[src/rtl/key_led_pkg.sv]
// Shared constants and helpers for the key/LED bank.
package key_led_pkg;

  localparam int LED_MODE_FOLLOW = 0;
  localparam int LED_MODE_TOGGLE = 1;

  // Registered per-channel events leaving the debouncer.
  typedef struct packed {
    logic state;  // debounced level, 1 = pressed
    logic press;  // one-cycle pulse on accepted press
    logic rel;    // one-cycle pulse on accepted release
  } key_ev_t;

  // Debounce counter width: max(1, clog2(n)); it only ever reaches n-1.
  function automatic int cnt_width(input int n);
    return (n <= 2) ? 1 : $clog2(n);
  endfunction

endpackage

[src/rtl/key_debounce.sv]
// One key channel: synchroniser, debounce counter, stable level and
// registered press/release pulses. Everything inside is in "pressed" polarity.
module key_debounce
  import key_led_pkg::*;
#(
  parameter int SYNC_STAGES    = 2,
  parameter int DB_CYCLES      = 1000000,
  parameter int KEY_ACTIVE_LOW = 1
) (
  input  logic    sys_clk,
  input  logic    sys_rst,
  input  logic    key_in,
  output key_ev_t ev,
  output logic    level,      // internal stable level, one cycle ahead of ev.state
  output logic    press_nxt   // value ev.press takes on the next edge
);

  localparam int            CW       = cnt_width(DB_CYCLES);
  localparam logic [CW-1:0] CNT_LAST = CW'(DB_CYCLES - 1);
  // Raw key level when the key is not pressed.
  localparam logic          REL_LVL  = (KEY_ACTIVE_LOW != 0);

  logic [SYNC_STAGES-1:0] sync_q;
  logic                   sample;
  logic [CW-1:0]          cnt_q;
  logic                   stable_q;
  logic                   state_q, press_q, rel_q;

  assign sample    = sync_q[SYNC_STAGES-1] ^ REL_LVL;
  assign level     = stable_q;
  assign press_nxt = stable_q & ~state_q;

  // Synchroniser chain on the raw level; resets to the released level.
  always_ff @(posedge sys_clk or posedge sys_rst) begin
    if (sys_rst) sync_q <= {SYNC_STAGES{REL_LVL}};
    else         sync_q <= {sync_q[SYNC_STAGES-2:0], key_in};
  end

  // Count consecutive differing samples; accept on the DB_CYCLES-th one.
  always_ff @(posedge sys_clk or posedge sys_rst) begin
    if (sys_rst) begin
      cnt_q    <= '0;
      stable_q <= 1'b0;
    end else if (sample == stable_q) begin
      cnt_q <= '0;
    end else if (cnt_q == CNT_LAST) begin
      stable_q <= sample;
      cnt_q    <= '0;
    end else begin
      cnt_q <= cnt_q + 1'b1;
    end
  end

  // Registered level and edge pulses, all updated on the same edge.
  always_ff @(posedge sys_clk or posedge sys_rst) begin
    if (sys_rst) begin
      state_q <= 1'b0;
      press_q <= 1'b0;
      rel_q   <= 1'b0;
    end else begin
      state_q <= stable_q;
      press_q <= stable_q & ~state_q;
      rel_q   <= ~stable_q & state_q;
    end
  end

  assign ev.state = state_q;
  assign ev.press = press_q;
  assign ev.rel   = rel_q;

endmodule

[src/rtl/key_led_bank.sv]
// Bank of CH independent debounced keys, each driving one LED in follow or
// toggle mode.
module key_led_bank
  import key_led_pkg::*;
#(
  parameter int CH             = 4,
  parameter int SYNC_STAGES    = 2,
  parameter int DB_CYCLES      = 1000000,
  parameter int KEY_ACTIVE_LOW = 1,
  parameter int LED_MODE       = 1
) (
  input  logic          sys_clk,
  input  logic          sys_rst,
  input  logic [CH-1:0] key_in,
  output logic [CH-1:0] led_out,
  output logic [CH-1:0] key_press,
  output logic [CH-1:0] key_release,
  output logic [CH-1:0] key_state
);

  key_ev_t [CH-1:0] ev;
  logic    [CH-1:0] level;
  logic    [CH-1:0] press_nxt;
  logic    [CH-1:0] led_q;

  for (genvar g = 0; g < CH; g++) begin : g_ch
    key_debounce #(
      .SYNC_STAGES   (SYNC_STAGES),
      .DB_CYCLES     (DB_CYCLES),
      .KEY_ACTIVE_LOW(KEY_ACTIVE_LOW)
    ) u_db (
      .sys_clk  (sys_clk),
      .sys_rst  (sys_rst),
      .key_in   (key_in[g]),
      .ev       (ev[g]),
      .level    (level[g]),
      .press_nxt(press_nxt[g])
    );
    assign key_state[g]   = ev[g].state;
    assign key_press[g]   = ev[g].press;
    assign key_release[g] = ev[g].rel;
  end

  // LED register: flips with each press pulse in toggle mode; in follow mode
  // it loads the same level key_state does, so the two stay identical.
  always_ff @(posedge sys_clk or posedge sys_rst) begin
    if (sys_rst)                          led_q <= '0;
    else if (LED_MODE == LED_MODE_TOGGLE) led_q <= led_q ^ press_nxt;
    else                                  led_q <= level;
  end

  assign led_out = led_q;

endmodule

[config.mk]
export PLATFORM = sky130hd
export DESIGN_NAME = key_led_bank
export DESIGN_NICKNAME = d
export VERILOG_FILES = /design/src/rtl/key_led_pkg.sv /design/src/rtl/key_debounce.sv /design/src/rtl/key_led_bank.sv
export SDC_FILE = /design/constraint.sdc
export NUM_CORES = 1
export LEC_CHECK = 0
export ABC_CLOCK_PERIOD_IN_PS = 5830
export CAP_MARGIN = 10
export CORE_MARGIN = 4
export CORE_UTILIZATION = 68
export DETAILED_ROUTE_END_ITERATION = 6
export DONT_BUFFER_PORTS = 1
export PLACE_DENSITY = 0.88
export SKIP_LAST_GASP = 1
export SLEW_MARGIN = 20
export SYNTH_ARGS = -nofsm -noshare
export SYNTH_HDL_FRONTEND = slang
export SYNTH_SLANG_ARGS = --single-unit
[constraint.sdc]
create_clock -name sys_clk -period 5.83 [get_ports sys_clk]
set_input_delay 1.4575 -clock sys_clk [delete_from_list [all_inputs] [get_ports sys_clk]]
set_output_delay 1.4575 -clock sys_clk [all_outputs]
set_load 0.03 [all_outputs]
# Word-level counts from Yosys, hierarchy flattened
# Cells that the tools add are included.
# classes
addsub,4
n_eq_ne,8
n_mux,8
n_bitwise,25
n_reduce_logical,4
# op_table
op,n
20-bit 2-to-1 mux,8
"20-bit by 1-bit adder with 20-bit output, second input constant",4
"20-bit == test, second input constant",4
1-bit inverter,16
1-bit bitwise AND,8
2-bit AND reduction,4
1-bit == test,4
4-bit bitwise XOR,1
# word_totals
reg_bits,108
out_inout_bits,16
wordCells,74

# Logic depth before layout (Yosys ltp)
# logic_depth
ltp_word,4
depth_mapped,6

# By module
# A second synthesis with hierarchy kept.
# unflattened
hier_cells,482
area_unflattened_um2,5146.2
# modules_own_cells
module,instances,cells_each,area_per_inst_um2,seq_area_each_um2
key_debounce at g_ch[1].u_db ...,3,118,1261.2,653.1
key_debounce at g_ch[0].u_db,1,119,1223.7,653.1
key_led_bank,1,9,138.9,100.1

# Least setup slack after synthesis
# No wires, ideal clock.
# synth_path
path_type,flip-flop to output port
start,reg g_ch[2].u_db.state_q
end,out key_state[2]
arrival_ns,0.523
required_time_ns,4.373
setup_slack_ns,3.850
stages_incl_launch_ff,2
n_path_buf,1
path_cell_list,dfrtp_1 > buf_4
# synth_rtl
element,line_no,source
from (decl),key_debounce.sv:27,"logic state_q, press_q, rel_q;"
from (signal assigned),key_debounce.sv:61,state_q <= stable_q;
to (decl),key_led_bank.sv:18,output logic [CH-1:0] key_state
# No word-level cell between the ends.

# Worst setup path after layout
# layout_path
start,reg g_ch[3].u_db.cnt_q[6]
end,reg g_ch[3].u_db.cnt_q[14]
# layout_via
elab_chain_len,3
# layout_rtl
element,line_no,source
from (decl),key_debounce.sv:25,logic [CW-1:0] cnt_q;
from (signal assigned),key_debounce.sv:50,cnt_q <= cnt_q + 1'b1;
20-bit by 1-bit adder with 20-bit output or 20-bit == test (tied branches),"key_debounce.sv:50, key_debounce.sv:46",
20-bit 2-to-1 mux *,key_debounce.sv:46,end else if (cnt_q == CNT_LAST) begin
20-bit 2-to-1 mux *,key_debounce.sv:44,end else if (sample == stable_q) begin
# Mark *: on every way between the ends. The rest lies on a longest branch, timed or not.
# A chain may end at the register's enable or synchronous reset.

==> flow_summary_export.csv <==
group,metric,value,unit
clock_network,postCtsSetupRepairBufs,0,
setup_path,cp_slowest_stage_delay,580,ps
synth,synthDistinctLibCells,37,
synth,async_flop_share,100,%
setup_path,r2r_slack,3270,ps
timing,setup_viol,0,
pwr,combPwrFrac,3.0,%
grt,grt_first_pass_wirelength,15.6,mm
timing,post-route-period-util,44.0,%
pwr,p_leak,2.11,nW
grt,grt_pass1_vias,3459,
setup_path,crit-reg2reg-launch,"g_ch[3].u_db.cnt_q[6]",
run,max_cap_violations,0,
floorplanning,die_h,93.3,um
synth,synth_edf_count,0,
clock_network,htreeDepth,3,
synth,ys_ff_latch,108,
outcome,status,"finished clean",
setup_path,path_buf_inv,1,
setup_path,cp_max_fo,11,
floorplanning,rows,30,
timing,skew,9.59,ps
synth,yosysWarningCount,0,
clock_network,cts_inserted_buffers,9,
floorplanning,initial_core_util,71.2,%
setup_path,r2r-end,"g_ch[3].u_db.cnt_q[14]",
place,portBuffers,0,
timing,period_needed,2560,ps
setup_path,critical-path-top-delay-family,"simple AND/OR/NAND/NOR gates",
cells_and_area,antenna_cells,0,
synth,synthCells,481,
setup_path,critPathArrivalTime,2810,ps
setup_path,cp_common_cell,"or4_1",
pwr,p_sw,275,uW
clock_network,worstSkewPairLatency,360,ps
pwr,p_int,1.04,mW
clock_network,clkSlewWorstSetupHoldPaths,90,ps
pwr,power.density,253,nW/um2
pwr,clkPwrFrac,38.2,%
cells_and_area,drive_gt1_share,8.79,%
cells_and_area,final_cell_mix,"dfrtp_1 (100), nor2_1 (59), xnor2_1 (35), nand3_1 (30), a21oi_1 (25)",
grt,grt-ovfl-total,0,
setup_path,path_class,"reg2reg",
clock_network,hold_buffers,0,
setup_path,slowest_stage,"or4_1",
drt,ant_nets,0,
clock_network,cts.sinks,108,
pwr,sw_frac_of_total,21.0,%
pwr,irDropWorstVdd,0.244,mV
timing,whs,359,ps
floorplanning,die_area,8700,um2
timing,final_max_slew_viol_count,0,
place,dp_hpwl,6.14,mm
drt,wl_per_cell,15.2,um
timing,rsz0062_at_grt,"false",
floorplanning,ios,22,
floorplanning,die_w,93.3,um
timing,fin_tns_setup,0,ps
synth,synth_nets,491,
synth,synth.avg_cell_area,10.3,um2
setup_path,critPathCaptureType,"flip-flop",
setup_path,reg2regPathDepth,5,
clock_network,cts-root-buf,"clkbuf_8",
grt,track_usage,22.3,%
timing,relSlewSlack,54.7,%
clock_network,tritoncts,"yes",
drt,drtIter0Drc,149,
grt,antenna_found_initial,0,
setup_path,cp-start-kind,"flip-flop",
synth,syn_area,4950,um2
cells_and_area,final_common_cell,"dfrtp_1",
drt,drt-total-wl,8.72,mm
synth,synth_ff_type,"dfrtp_1",
setup_path,crit_required,6080,ps
drt,first_pass_iters,4,
timing,hold_viol,0,
setup_path,crit_chain,"or4_1 -> or4_1 -> o21ai_1 -> buf_4 -> a21oi_1",
cells_and_area,nets,483,
hold_path,min-delay-start,"g_ch[2].u_db.sync_q[0]",
drt,drc,0,
timing,tightest_slew,675,ps
clock_network,clockBufferDepth,2,
cells_and_area,area_growth,4.93,%
grt,grt_max_degree,56,
timing,fmax,0.390,GHz
hold_path,min_path_type,"reg2reg",
hold_path,hold_end,"g_ch[2].u_db.sync_q[1]",
drt,via_count,3457,
hold_path,holdPathStages,0,
pwr,seqPwrFrac,58.8,%
floorplanning,core-area,6940,um2
synth,synth-seq-area-share,54.8,%
drt,viasPerCell,6.02,
clock_network,post_cts_resized,0,
place,finalWeightedCongestion,0.836,
how the worst max path moves through the flow:
stage / from / endpoint / slack, ps / cells past startpoint
finish: g_ch[3].u_db.cnt_q[6] / g_ch[3].u_db.cnt_q[14] / 3270 / 5
global route: g_ch[3].u_db.cnt_q[6] / g_ch[3].u_db.cnt_q[18] / 3080 / 5
CTS: g_ch[3].u_db.cnt_q[6] / g_ch[3].u_db.cnt_q[17] / 3280 / 5
detailed placement: sys_rst / g_ch[1].u_db.cnt_q[16] / 3220 / 2
global placement: sys_rst / g_ch[1].u_db.cnt_q[18] / 3250 / 2
floorplan: sys_rst / g_ch[0].u_db.cnt_q[0] / 1540 / 1
state kept, by name, indices dropped and copies added (netlist names):
name               cells
g_ch.u_db.cnt_q       80
g_ch.u_db.sync_q       8
g_ch.u_db.level        4
g_ch.u_db.press_q      4
g_ch.u_db.rel_q        4
g_ch.u_db.state_q      4
led_out                4
routing by layer:
metal	part of all wire, %	global-route usage (%)
met1	44	28.7
met2	51	37.7
met3	3.9	4.67
met4	1.3	7.45
met5	0	0
synth_stat cells (3+ instances only):
cell type    n  area share, %
nor4_1      10            1.3
or3_1       11            1.4
nand4_1     13            1.6
and3_1       5           0.63
or4b_2       3           0.61
or4_1       21            3.2
nor2_1      59            4.5
buf_2        9           0.91
o21ai_0     14            1.4
inv_1       21            1.6
nor3_1      15            1.5
dfrtp_1    100             51
nand2_1     23            1.7
xnor2_1     35            6.2
a21oi_1     25            2.5
xor2_1      20            3.5
o31ai_1     15            2.3
dfstp_2      8            4.2
buf_4       14            2.1
nor2b_1      6           0.76
ha_1         4            1.0
nand3_1     30            3.0
layout make-up:
class / count / area [um2]
repair buffers: 5 / 37.5
fillers: 446 / 1750
clock inverters: 4 / 72.6
inverters: 21 / 81.3
clock buffers: 12 / 155
well taps: 96 / 120
flip-flops and latches: 108 / 2710
multi-input cells: 328 / 2010
metrics by stage:
| step | setup WS, ps | power (mW) | instances | area (um2) | utilization (%) |
|---|---|---|---|---|---|
| 5_1_grt | 3080 | 1.36 | 574 | 5190 | 74.7 |
| 3_5_place_dp | 3220 | 0.825 | 558 | 4960 | 71.5 |
| 6_report | 3270 | 1.31 | 574 | 5190 | 74.7 |
| 4_1_cts | 3280 | 1.32 | 574 | 5190 | 74.7 |
| 2_1_floorplan | 1540 | 0.814 | 481 | 4950 | - |
| 3_3_place_gp | 3250 | 0.823 | 558 | 4960 | 71.5 |
kinds of logic after synthesis:
group | after synthesis | share of synthesized area [%]
xor+xnor | 55 | 9.74
buf+inv | 45 | 4.71
flops | 108 | 54.8
mux | 2 | 0.405
fa+ha+maj | 4 | 1.01
compound gates | 58 | 6.78
simple gates | 209 | 22.5
power by group through the flow:
stage / clock, mW / combinational, mW / sequential (mW)
final: 0.501 / 0.0397 / 0.770
after CTS: 0.512 / 0.0411 / 0.770
after floorplan: 0 / 0.0317 / 0.782
after detailed placement: 0 / 0.0410 / 0.784
after global routing: 0.538 / 0.0470 / 0.772
after global placement: 0 / 0.0390 / 0.784
(Power assumes the default switching activity.)
